File: src/rtl/pickup_pkg.sv
// rtl/pickup_pkg.sv - shared item state type and item world-position table
//
// Purpose : types and constants shared by pickup_slot and pickup_array.
// Contents: item_state_t  - per-item FSM state
//           ITEM_X0/Y0    - world position (top-left) of item i, 16 entries
package pickup_pkg;

  typedef enum logic [1:0] {
    ST_ACTIVE    = 2'd0,
    ST_COLLECTED = 2'd1,
    ST_RESPAWN   = 2'd2
  } item_state_t;

  // Items 1 and 3 sit close together so one character can touch both at once.
  localparam int unsigned ITEM_X0 [16] = '{
    180, 300, 500, 310, 660, 780, 900, 100,
    240, 360, 480, 600, 720, 840, 960,  60
  };
  localparam int unsigned ITEM_Y0 [16] = '{
    290, 290, 290, 290, 200, 200, 200, 200,
    100, 100, 100, 100, 400, 400, 400, 400
  };

endpackage

File: src/rtl/pickup_slot.sv
// rtl/pickup_slot.sv - one pickup item: overlap test, collect/respawn FSM, re-arm latch
//
// Purpose : tracks a single item at a fixed world position.
// Ports   : sys_clk, RST_N     - clock, asynchronous active-low reset
//           i_char_x/i_char_y  - character world position (top-left)
//           i_frame_tick       - one-cycle pulse per video frame
//           o_collect          - high in the cycle whose rising edge collects the item
//           o_en               - registered: item is ACTIVE (visible)
module pickup_slot
  import pickup_pkg::*;
#(
  parameter int                 COORD_W        = 10,
  parameter int                 ITEM_SIZE      = 12,
  parameter int                 CHAR_SIZE      = 12,
  parameter int                 RESPAWN_FRAMES = 0,
  parameter logic [COORD_W-1:0] IX             = '0,
  parameter logic [COORD_W-1:0] IY             = '0
) (
  input  logic               sys_clk,
  input  logic               RST_N,
  input  logic [COORD_W-1:0] i_char_x,
  input  logic [COORD_W-1:0] i_char_y,
  input  logic               i_frame_tick,
  output logic               o_collect,
  output logic               o_en
);

  localparam int               CNT_W       = (RESPAWN_FRAMES > 1) ? $clog2(RESPAWN_FRAMES) : 1;
  localparam logic [CNT_W-1:0] CNT_LOAD    = CNT_W'((RESPAWN_FRAMES > 0) ? RESPAWN_FRAMES - 1 : 0);
  localparam logic [CNT_W-1:0] CNT_ONE     = CNT_W'(1);
  localparam logic             HAS_RESPAWN = (RESPAWN_FRAMES > 0);
  localparam logic [COORD_W:0] ISZ         = (COORD_W + 1)'(ITEM_SIZE);
  localparam logic [COORD_W:0] CSZ         = (COORD_W + 1)'(CHAR_SIZE);

  item_state_t      r_state;
  item_state_t      w_state_next;
  logic [CNT_W-1:0] r_cnt;
  logic [CNT_W-1:0] w_cnt_next;
  logic             r_armed;
  logic             w_armed_next;
  logic             r_en;

  // One extra bit so the sums cannot wrap near the coordinate maximum.
  logic [COORD_W:0] w_cx;
  logic [COORD_W:0] w_cy;
  logic [COORD_W:0] w_ix;
  logic [COORD_W:0] w_iy;
  logic             w_overlap;

  assign w_cx = {1'b0, i_char_x};
  assign w_cy = {1'b0, i_char_y};
  assign w_ix = {1'b0, IX};
  assign w_iy = {1'b0, IY};

  assign w_overlap = (w_cx <= w_ix + ISZ) && (w_cx + CSZ >= w_ix) &&
                     (w_cy <= w_iy + ISZ) && (w_cy + CSZ >= w_iy);

  always_comb begin
    w_state_next = r_state;
    w_cnt_next   = r_cnt;
    // Re-arm once the character has been clear of the item for a cycle.
    w_armed_next = r_armed | ~w_overlap;
    o_collect    = 1'b0;
    case (r_state)
      ST_ACTIVE: begin
        if (w_overlap && r_armed) begin
          o_collect    = 1'b1;
          w_state_next = ST_COLLECTED;
          w_armed_next = 1'b0;
        end
      end
      ST_COLLECTED: begin
        if (HAS_RESPAWN && i_frame_tick) begin
          w_state_next = ST_RESPAWN;
          w_cnt_next   = CNT_LOAD;
        end
      end
      ST_RESPAWN: begin
        if (i_frame_tick) begin
          if (r_cnt == '0) begin
            w_state_next = ST_ACTIVE;
          end else begin
            w_cnt_next = r_cnt - CNT_ONE;
          end
        end
      end
      default: w_state_next = ST_ACTIVE;
    endcase
  end

  always_ff @(posedge sys_clk or negedge RST_N) begin
    if (!RST_N) begin
      r_state <= ST_ACTIVE;
      r_cnt   <= '0;
      r_armed <= 1'b1;
      r_en    <= 1'b1;
    end else begin
      r_state <= w_state_next;
      r_cnt   <= w_cnt_next;
      r_armed <= w_armed_next;
      r_en    <= (w_state_next == ST_ACTIVE);
    end
  end

  assign o_en = r_en;

endmodule

File: src/rtl/pickup_array.sv
// rtl/pickup_array.sv - array of pickup items with pending bits and lowest-index event arbiter
//
// Purpose : instantiates N_ITEMS pickup_slot items, records collections as pending
//           bits and reports them one at a time over a valid/ready handshake.
// Ports   : sys_clk, RST_N     - clock, asynchronous active-low reset
//           char_X/char_Y      - character world position (top-left)
//           bg_pos             - horizontal scroll offset
//           frame_tick         - one-cycle pulse per video frame
//           item_x/item_y      - packed item screen positions, item i at [i*COORD_W +: COORD_W]
//           en                 - item i visible/active
//           ev_valid/ev_idx    - collection event and its item index
//           ev_ready           - consumer accepts the presented event
module pickup_array
  import pickup_pkg::*;
#(
  parameter int N_ITEMS        = 4,
  parameter int COORD_W        = 10,
  parameter int ITEM_SIZE      = 12,
  parameter int CHAR_SIZE      = 12,
  parameter int RESPAWN_FRAMES = 0
) (
  input  logic                       sys_clk,
  input  logic                       RST_N,
  input  logic [COORD_W-1:0]         char_X,
  input  logic [COORD_W-1:0]         char_Y,
  input  logic [COORD_W-1:0]         bg_pos,
  input  logic                       frame_tick,
  output logic [N_ITEMS*COORD_W-1:0] item_x,
  output logic [N_ITEMS*COORD_W-1:0] item_y,
  output logic [N_ITEMS-1:0]         en,
  output logic                       ev_valid,
  output logic [3:0]                 ev_idx,
  input  logic                       ev_ready
);

  logic [N_ITEMS-1:0] w_collect;
  logic [N_ITEMS-1:0] r_pending;
  logic [N_ITEMS-1:0] w_clr;
  logic [N_ITEMS-1:0] w_avail;
  logic               r_ev_valid;
  logic [3:0]         r_ev_idx;
  logic [3:0]         w_next_idx;
  logic               w_accept;

  genvar g;
  generate
    for (g = 0; g < N_ITEMS; g++) begin : g_slot
      localparam logic [COORD_W-1:0] WX = COORD_W'(ITEM_X0[g]);
      localparam logic [COORD_W-1:0] WY = COORD_W'(ITEM_Y0[g]);

      pickup_slot #(
        .COORD_W        (COORD_W),
        .ITEM_SIZE      (ITEM_SIZE),
        .CHAR_SIZE      (CHAR_SIZE),
        .RESPAWN_FRAMES (RESPAWN_FRAMES),
        .IX             (WX),
        .IY             (WY)
      ) u_slot (
        .sys_clk      (sys_clk),
        .RST_N        (RST_N),
        .i_char_x     (char_X),
        .i_char_y     (char_Y),
        .i_frame_tick (frame_tick),
        .o_collect    (w_collect[g]),
        .o_en         (en[g])
      );

      // Screen X wraps modulo 2^COORD_W with the scroll.
      assign item_x[g*COORD_W +: COORD_W] = WX - bg_pos;
      assign item_y[g*COORD_W +: COORD_W] = WY;
    end
  endgenerate

  assign w_accept = r_ev_valid & ev_ready;
  assign w_clr    = w_accept ? (N_ITEMS'(1) << r_ev_idx) : '0;
  // Arbitration sees only bits that were pending before this edge, so a
  // collection lands in the event register one cycle after it is recorded.
  assign w_avail  = r_pending & ~w_clr;

  always_comb begin
    w_next_idx = '0;
    for (int k = N_ITEMS - 1; k >= 0; k--) begin
      if (w_avail[k]) begin
        w_next_idx = 4'(k);
      end
    end
  end

  always_ff @(posedge sys_clk or negedge RST_N) begin
    if (!RST_N) begin
      r_pending  <= '0;
      r_ev_valid <= 1'b0;
      r_ev_idx   <= '0;
    end else begin
      // A fresh collection of the accepted item wins over its clear.
      r_pending <= w_avail | w_collect;
      // The presented event is frozen until it is accepted.
      if (!r_ev_valid || w_accept) begin
        r_ev_valid <= |w_avail;
        r_ev_idx   <= w_next_idx;
      end
    end
  end

  assign ev_valid = r_ev_valid;
  assign ev_idx   = r_ev_idx;

endmodule

File: config.mk
export PLATFORM = sky130hd
export DESIGN_NAME = pickup_array
export DESIGN_NICKNAME = d
export VERILOG_FILES = /design/src/rtl/pickup_pkg.sv /design/src/rtl/pickup_slot.sv /design/src/rtl/pickup_array.sv
export SDC_FILE = /design/constraint.sdc
export NUM_CORES = 1
export LEC_CHECK = 0
export CAP_MARGIN = 20
export CELL_PAD_IN_SITES_DETAIL_PLACEMENT = 2
export CELL_PAD_IN_SITES_GLOBAL_PLACEMENT = 2
export CORE_ASPECT_RATIO = 1.25
export CORE_UTILIZATION = 24
export CTS_CLUSTER_DIAMETER = 40
export DETAILED_ROUTE_END_ITERATION = 7
export PLACE_DENSITY = 0.85
export SLEW_MARGIN = 10
export SYNTH_ARGS = -nofsm -noshare
export SYNTH_HDL_FRONTEND = slang
export SYNTH_SLANG_ARGS = --single-unit
File: constraint.sdc
create_clock -name sys_clk -period 3.9 [get_ports sys_clk]
set_clock_uncertainty 0.1 [all_clocks]
set_input_delay 0.78 -clock sys_clk [delete_from_list [all_inputs] [get_ports sys_clk]]
set_output_delay 0.78 -clock sys_clk [all_outputs]
set_load 0.1 [all_outputs]
==> impl_metrics.py, run 1 <==
metrics = {
    "finish": {
        "utilization": 0.355,
        "syn_to_final_growth_pct": 43.8,
        "drive_above_1_share": 0.228,
        "num-fill-cells": 1203,
        "num-nets-final": 432,
        "antenna_cells": 0,
    },
    "cts": {
        "cts_tree": "built",
        "cts_buffers": 3,
        "post_cts_buffers": 0,
        "cts_root_buffer": "clkbuf_16",
        "clockBufferDepth": 2,
        "cts_htree_levels": 1,
        "clk_pin_slew_ns": 0.06,
        "clk_latency_ns": 0.26,
        "cts.sinks": 23,
        "ctsResizeCount": 0,
        "ctsHoldBuffers": 0,
    },
    "route": {
        "viasPerCell": 4.73,
        "drtPass1Iterations": 4,
        "wl_per_cell_um": 15.1,
        "drtAntennaViolNets": 0,
        "drc": 0,
        "num_vias": 2467,
        "routed_wl_um": 7860,
        "initialDrtViolationCount": 64,
    },
    "global_route": {
        "overflow": 0,
        "grt_util_all_layers": 0.138,
        "antenna_found_initial": 0,
        "grt_max_degree": 24,
        "grt_pass1_vias": 2639,
        "grt_pass1_wl_um": 12600,
    },
    "min_path": {
        "hold_class": "reg2reg",
        "hold_end": "g_slot[0].u_slot.r_state[0]",
        "holdPathStages": 1,
        "hp-start": "g_slot[0].u_slot.r_state[1]",
    },
    "floorplanning": {
        "initial_utilization": 0.247,
        "die_y_um": 119,
        "die_width_um": 95.5,
        "fp.coreArea_sq_um": 10600,
        "die_area_sq_um": 11300,
        "pin_count": 123,
        "rows": 42,
    },
    "critical_path": {
        "critPathMaxStageDelay_ns": 0.54,
        "worst_ep_arrival_time_ns": 2.87,
        "criticalPathCategory": "in2out",
        "cpMaxStageDelayCell": "clkdlybuf4s50_1",
        "cp_num_buf_inv": 4,
        "critPathRequiredTime_ns": 3.02,
        "reg2reg_to": "ev_idx[1]",
        "crit_chain": "clkdlybuf4s50_1 > inv_1 > ha_1 > inv_1 > a21oi_1 > nor2_1 > o21ai_0 > xnor2_2 > buf_12",
        "crit_family": "buffers and inverters",
        "r2r-start": "ev_idx[1]",
        "critPathLaunchType": "input port",
        "r2r_setup_slack_ns": 2.25,
        "rr_worst_depth": 6,
        "cp_common_cell": "inv_1",
        "crit_path_end_kind": "output port",
        "cp_max_fo": 8,
    },
    "logic_synthesis": {
        "syn_avg_cell_area_sq_um": 7.92,
        "yosys.cell_types.count": 71,
        "yosys-top-cells-area": "buf_4 (16%), dfrtp_1 (14%), dfstp_2 (8.0%)",
        "synth_seq_area_share": 0.223,
        "synth.top_cell.area_share": 0.163,
        "yosysTopAreaCell": "buf_4",
        "yosys_register_bits": 23,
        "yosys_most_used_dff": "dfrtp_1",
        "synth_area_sq_um": 2620,
        "yosysWarnings": 0,
        "async_flop_share": 1.00,
        "synth-edff-count": 0,
        "synth_cells": 331,
    },
    "pwr": {
        "fin_total_pwr_w": 0.00167,
        "peakVddDrop_v": 0.000139,
        "leakagePower_nw": 1.66,
        "p_per_area_nw_per_um2": 442,
    },
    "timing": {
        "relSlewSlack": 0.329,
        "period_share": 0.962,
        "grt_setup_unrepaired": "no",
        "final_hold_viol_count": 0,
        "worstMarginPinSlew_ns": 1.00,
        "worst_slack_ns": 0.149,
        "period_needed_ns": 3.75,
        "fin_tns_setup_ns": 0,
        "drv_slew": 0,
        "fmax_mhz": 267,
        "setup_viol": 0,
    },
    "placement": {
        "portBuffers": 80,
        "globalplace.congestion": 0.781,
        "post-place-ws_ns": 0.114,
        "dp_hpwl_um": 6750,
    },
    "flow_run": {
        "max_cap_viol_count": 0,
    },
    "run_status": {
        "outcome": "finished clean",
    },
}
[worst reg2reg max path, stage by stage, from the launching register on]
cell and delay, ns:
dfrtp_1 0.40, nand3b_1 0.21, o21ai_0 0.46, nand2_1 0.14
nor2_1 0.12, a21oi_1 0.05, nor2_1 0.10
[layout by cell type, fill, tap and decap left out, types with 4 or more instances in the layout]
cell and n:
buf_12 30, a21oi_1 11, nor3b_1 7, clkdlybuf4s50_1 40, xor2_2 5, a31oi_1 5, conb_1 42, xor2_1 5
dfrtp_1 15, nor4_1 4, nand2_1 19, ha_1 7, nand3_1 9, nor2_1 19, xnor2_2 9, xnor2_1 7
o21ai_0 20, nor3_1 8, inv_1 23, dfstp_2 8, buf_4 17
[cells by family after synthesis]
kind of cell               Yosys count  synth area share
xor gates and xnor gates            26            0.0869
muxes                                1           0.00859
other                                2           0.00287
AOI/OAI and AO/OA                   78             0.211
buffers and inverters               97             0.224
DFF                                 23             0.223
adders and majority gates            7            0.0334
and+or+nand+nor                     97             0.210
[through the flow]
stage / hold WS, ns / cell area [sq um] / std cells
final: 0.365 / 3770 / 522
after global routing: 0.384 / 3770 / 522
after CTS: 0.364 / 3750 / 521
after detailed placement: 0.358 / 3670 / 517
after global placement: 0.338 / 3670 / 517
after floorplan: 0.320 / 2880 / 371
[layout make-up]
class                           count  area (sq um)  area share
Multi-Input combinational cell    251          1700       0.452
Sequential cell                    23           586       0.155
Clock buffer                        3          75.1      0.0199
Tap cell                          132           165      0.0438
Clock inverter                      1          5.00     0.00133
Timing Repair Buffer               88          1140       0.303
Inverter                           24          90.1      0.0239
[worst max-delay path by stage]
stage | end | slack, ns | cells after the start | startpoint
2_1_floorplan | item_x[26] | -0.13 | 5 | bg_pos[4]
3_3_place_gp | item_x[28] | 0.28 | 9 | bg_pos[0]
3_5_place_dp | item_x[8] | 0.11 | 9 | bg_pos[0]
4_1_cts | item_x[8] | 0.10 | 9 | bg_pos[0]
5_1_grt | item_x[18] | 0.03 | 9 | bg_pos[0]
6_report | item_x[8] | 0.15 | 9 | bg_pos[0]
[synth_stat cells (all sizes together) (3+ instances only)]
master	n
nor4	4
a31oi	5
buf	67
xnor2	16
nor3	8
dfstp	8
a21oi	11
nor2	19
nand2	19
ha	7
nor4bb	3
o21ai	23
clkbuf	6
o22ai	3
nor2b	3
nor3b	7
nand3	9
inv	24
o31ai	3
a41oi	3
and3	3
xor2	10
or2	4
dfrtp	15
a211oi	4
[where the power goes]
group	internal (W)	total [W]	switching [W]
Combinational	0.000295	0.00114	0.000848
Sequential	0.000278	0.000304	0.0000256
Clock	0.000138	0.000219	0.0000808
Total	0.000712	0.00167	0.000954
[sequential cells by signal (all words and copies together), names as in the netlist]
name and cells:
ev_valid 1, ev_idx 2, r_pending 4, g_slot.u_slot.r_state 8, g_slot.u_slot.r_armed 4, g_slot.u_slot.o_en 4
[per-layer routing]
metal / up-vias / global-route usage / share of wire
met1: 1198 / 0.146 / 0.38
li1: 1170 / - / -
met4: 0 / 0.0317 / 0.012
met5: - / 0 / 0
met3: 8 / 0.0179 / 0.051
met2: 91 / 0.277 / 0.55
Power figures use the tool's default switching activity.
==> run 2: changes to the inputs <==
CORE_UTILIZATION = 25   (was 24)
CTS_BUF_LIST = sky130_fd_sc_hd__clkbuf_2 sky130_fd_sc_hd__clkbuf_4 sky130_fd_sc_hd__clkbuf_8   (was default)
PLACE_DENSITY = 0.89   (was 0.85)
==> impl_metrics.py, run 2 (synthesis results as in run 1) <==
metrics = {
    "run_status": {
        "outcome": "finished clean",
    },
    "pwr": {
        "p_seq_frac": 0.189,
        "power.share.switching": 0.594,
        "leakagePower_nw": 1.64,
        "power_frac_comb": 0.717,
        "fin_total_pwr_w": 0.00161,
        "peakVddDrop_v": 0.000113,
        "p_per_area_nw_per_um2": 430,
        "p_int_w": 0.000654,
        "switching_power_w": 0.000955,
        "clockPowerShare": 0.095,
    },
    "route": {
        "routed_wl_um": 8570,
        "drc": 0,
        "initialDrtViolationCount": 93,
        "viasPerCell": 4.79,
        "wl_per_cell_um": 16.5,
        "drtPass1Iterations": 4,
        "num_vias": 2480,
        "drtAntennaViolNets": 0,
    },
    "critical_path": {
        "crit_path_end_kind": "output port",
        "worst_ep_arrival_time_ns": 2.82,
        "critPathRequiredTime_ns": 3.02,
        "cpMaxStageDelayCell": "clkdlybuf4s50_1",
        "crit_chain": "clkdlybuf4s50_1 > inv_1 > ha_1 > inv_1 > a21oi_1 > nor2_2 > nand3_1 > xor2_1 > buf_12",
        "cp_max_fo": 8,
        "cp_common_cell": "inv_1",
        "critPathLaunchType": "input port",
        "criticalPathCategory": "in2out",
        "critPathMaxStageDelay_ns": 0.63,
    },
    "timing": {
        "drv_slew": 0,
        "period_share": 0.948,
        "final_hold_viol_count": 0,
        "worstMarginPinSlew_ns": 0.996,
        "relSlewSlack": 0.334,
        "period_needed_ns": 3.70,
        "setup_viol": 0,
        "grt_setup_unrepaired": "no",
        "fmax_mhz": 270,
    },
    "cts": {
        "cts_htree_levels": 1,
        "clockBufferDepth": 2,
        "cts_tree": "built",
        "cts_root_buffer": "clkbuf_8",
        "ctsResizeCount": 0,
        "clk_pin_slew_ns": 0.08,
        "cts_buffers": 3,
        "cts.sinks": 23,
        "ctsHoldBuffers": 0,
        "clk_latency_ns": 0.26,
        "post_cts_buffers": 0,
    },
    "global_route": {
        "grt_max_degree": 24,
        "grt_pass1_wl_um": 13700,
        "overflow": 0,
        "grt_util_all_layers": 0.159,
        "antenna_found_initial": 0,
        "grt_pass1_vias": 2659,
    },
    "finish": {
        "num-nets-final": 431,
        "num-fill-cells": 1130,
        "drive_above_1_share": 0.229,
        "antenna_cells": 0,
        "final_cell_mix": "conb_1 (42), clkdlybuf4s50_1 (40), buf_12 (30)",
        "regMostFlops": "g_slot.u_slot.r_state",
        "largest_reg_flops": 8,
        "multi_input_area_sq_um": 1710,
        "syn_to_final_growth_pct": 42.7,
        "utilization": 0.368,
        "seq_area_sq_um": 586,
        "layout_commonest_cell": "conb_1",
    },
    "placement": {
        "globalplace.congestion": 0.793,
        "portBuffers": 80,
        "dp_hpwl_um": 7330,
    },
    "floorplanning": {
        "fp.coreArea_sq_um": 10200,
        "die_area_sq_um": 10900,
        "die_width_um": 93.6,
        "pin_count": 123,
        "initial_utilization": 0.258,
        "rows": 41,
        "die_y_um": 116,
    },
    "flow_run": {
        "max_cap_viol_count": 0,
    },
    "min_path": {
        "hold_class": "reg2reg",
    },
}
[run 2: area by class of cell]
| class | instances | share of cell area |
|---|---|---|
| clock buffer | 4 | 0.0130 |
| inverter | 24 | 0.0241 |
| multi-input combinational | 251 | 0.456 |
| sequential | 23 | 0.157 |
| tap | 129 | 0.0431 |
| timing repair buffer | 87 | 0.307 |
[run 2: metal layers]
metal	global-route usage	wire length (um)
met5	0	0
met4	0.0441	132
met3	0.0215	547
met2	0.336	4840
met1	0.159	3040
[run 2: worst max-delay path: cells and delay by family]
family	cells	cell delay (ns)
buf+inv	4	1.02
simple gates	2	0.37
xor+xnor	1	0.28
fa+ha+maj	1	0.26
compound gates	1	0.10
[run 2: worst paths after layout]
path | start | endpoint | slack, ns | cells past startpoint
max | bg_pos[0] | item_x[28] | 0.20 | 9
min in group asynchronous | RST_N | g_slot[3].u_slot.r_state[0] | 0.68 | 1
max in group asynchronous | RST_N | g_slot[1].u_slot.r_armed | 2.54 | 2
min | g_slot[0].u_slot.r_state[1] | g_slot[0].u_slot.r_state[0] | 0.39 | 1
min reg2reg | g_slot[0].u_slot.r_state[1] | g_slot[0].u_slot.r_state[0] | 0.39 | 1
max reg2reg | ev_idx[1] | ev_idx[0] | 2.37 | 6
[run 2: through the flow]
stage	instance area, sq um	std cells	TNS [ns]	setup slack [ns]	hold WS [ns]
after CTS	3710	517	0	0.0695	0.390
after detailed placement	3660	513	0	0.0721	0.375
after floorplan	2880	371	-0.157	-0.130	0.320
final	3740	518	0	0.203	0.385
after global routing	3740	518	0	0.0540	0.411
after global placement	3660	513	0	0.265	0.342
[run 2: power groups by stage]
stage          combinational (W)  clock, W  sequential [W]
2_1_floorplan           0.000778         0        0.000411
3_3_place_gp             0.00113         0        0.000305
3_5_place_dp             0.00116         0        0.000309
4_1_cts                  0.00116  0.000158        0.000305
5_1_grt                  0.00120  0.000166        0.000310
6_report                 0.00115  0.000153        0.000304
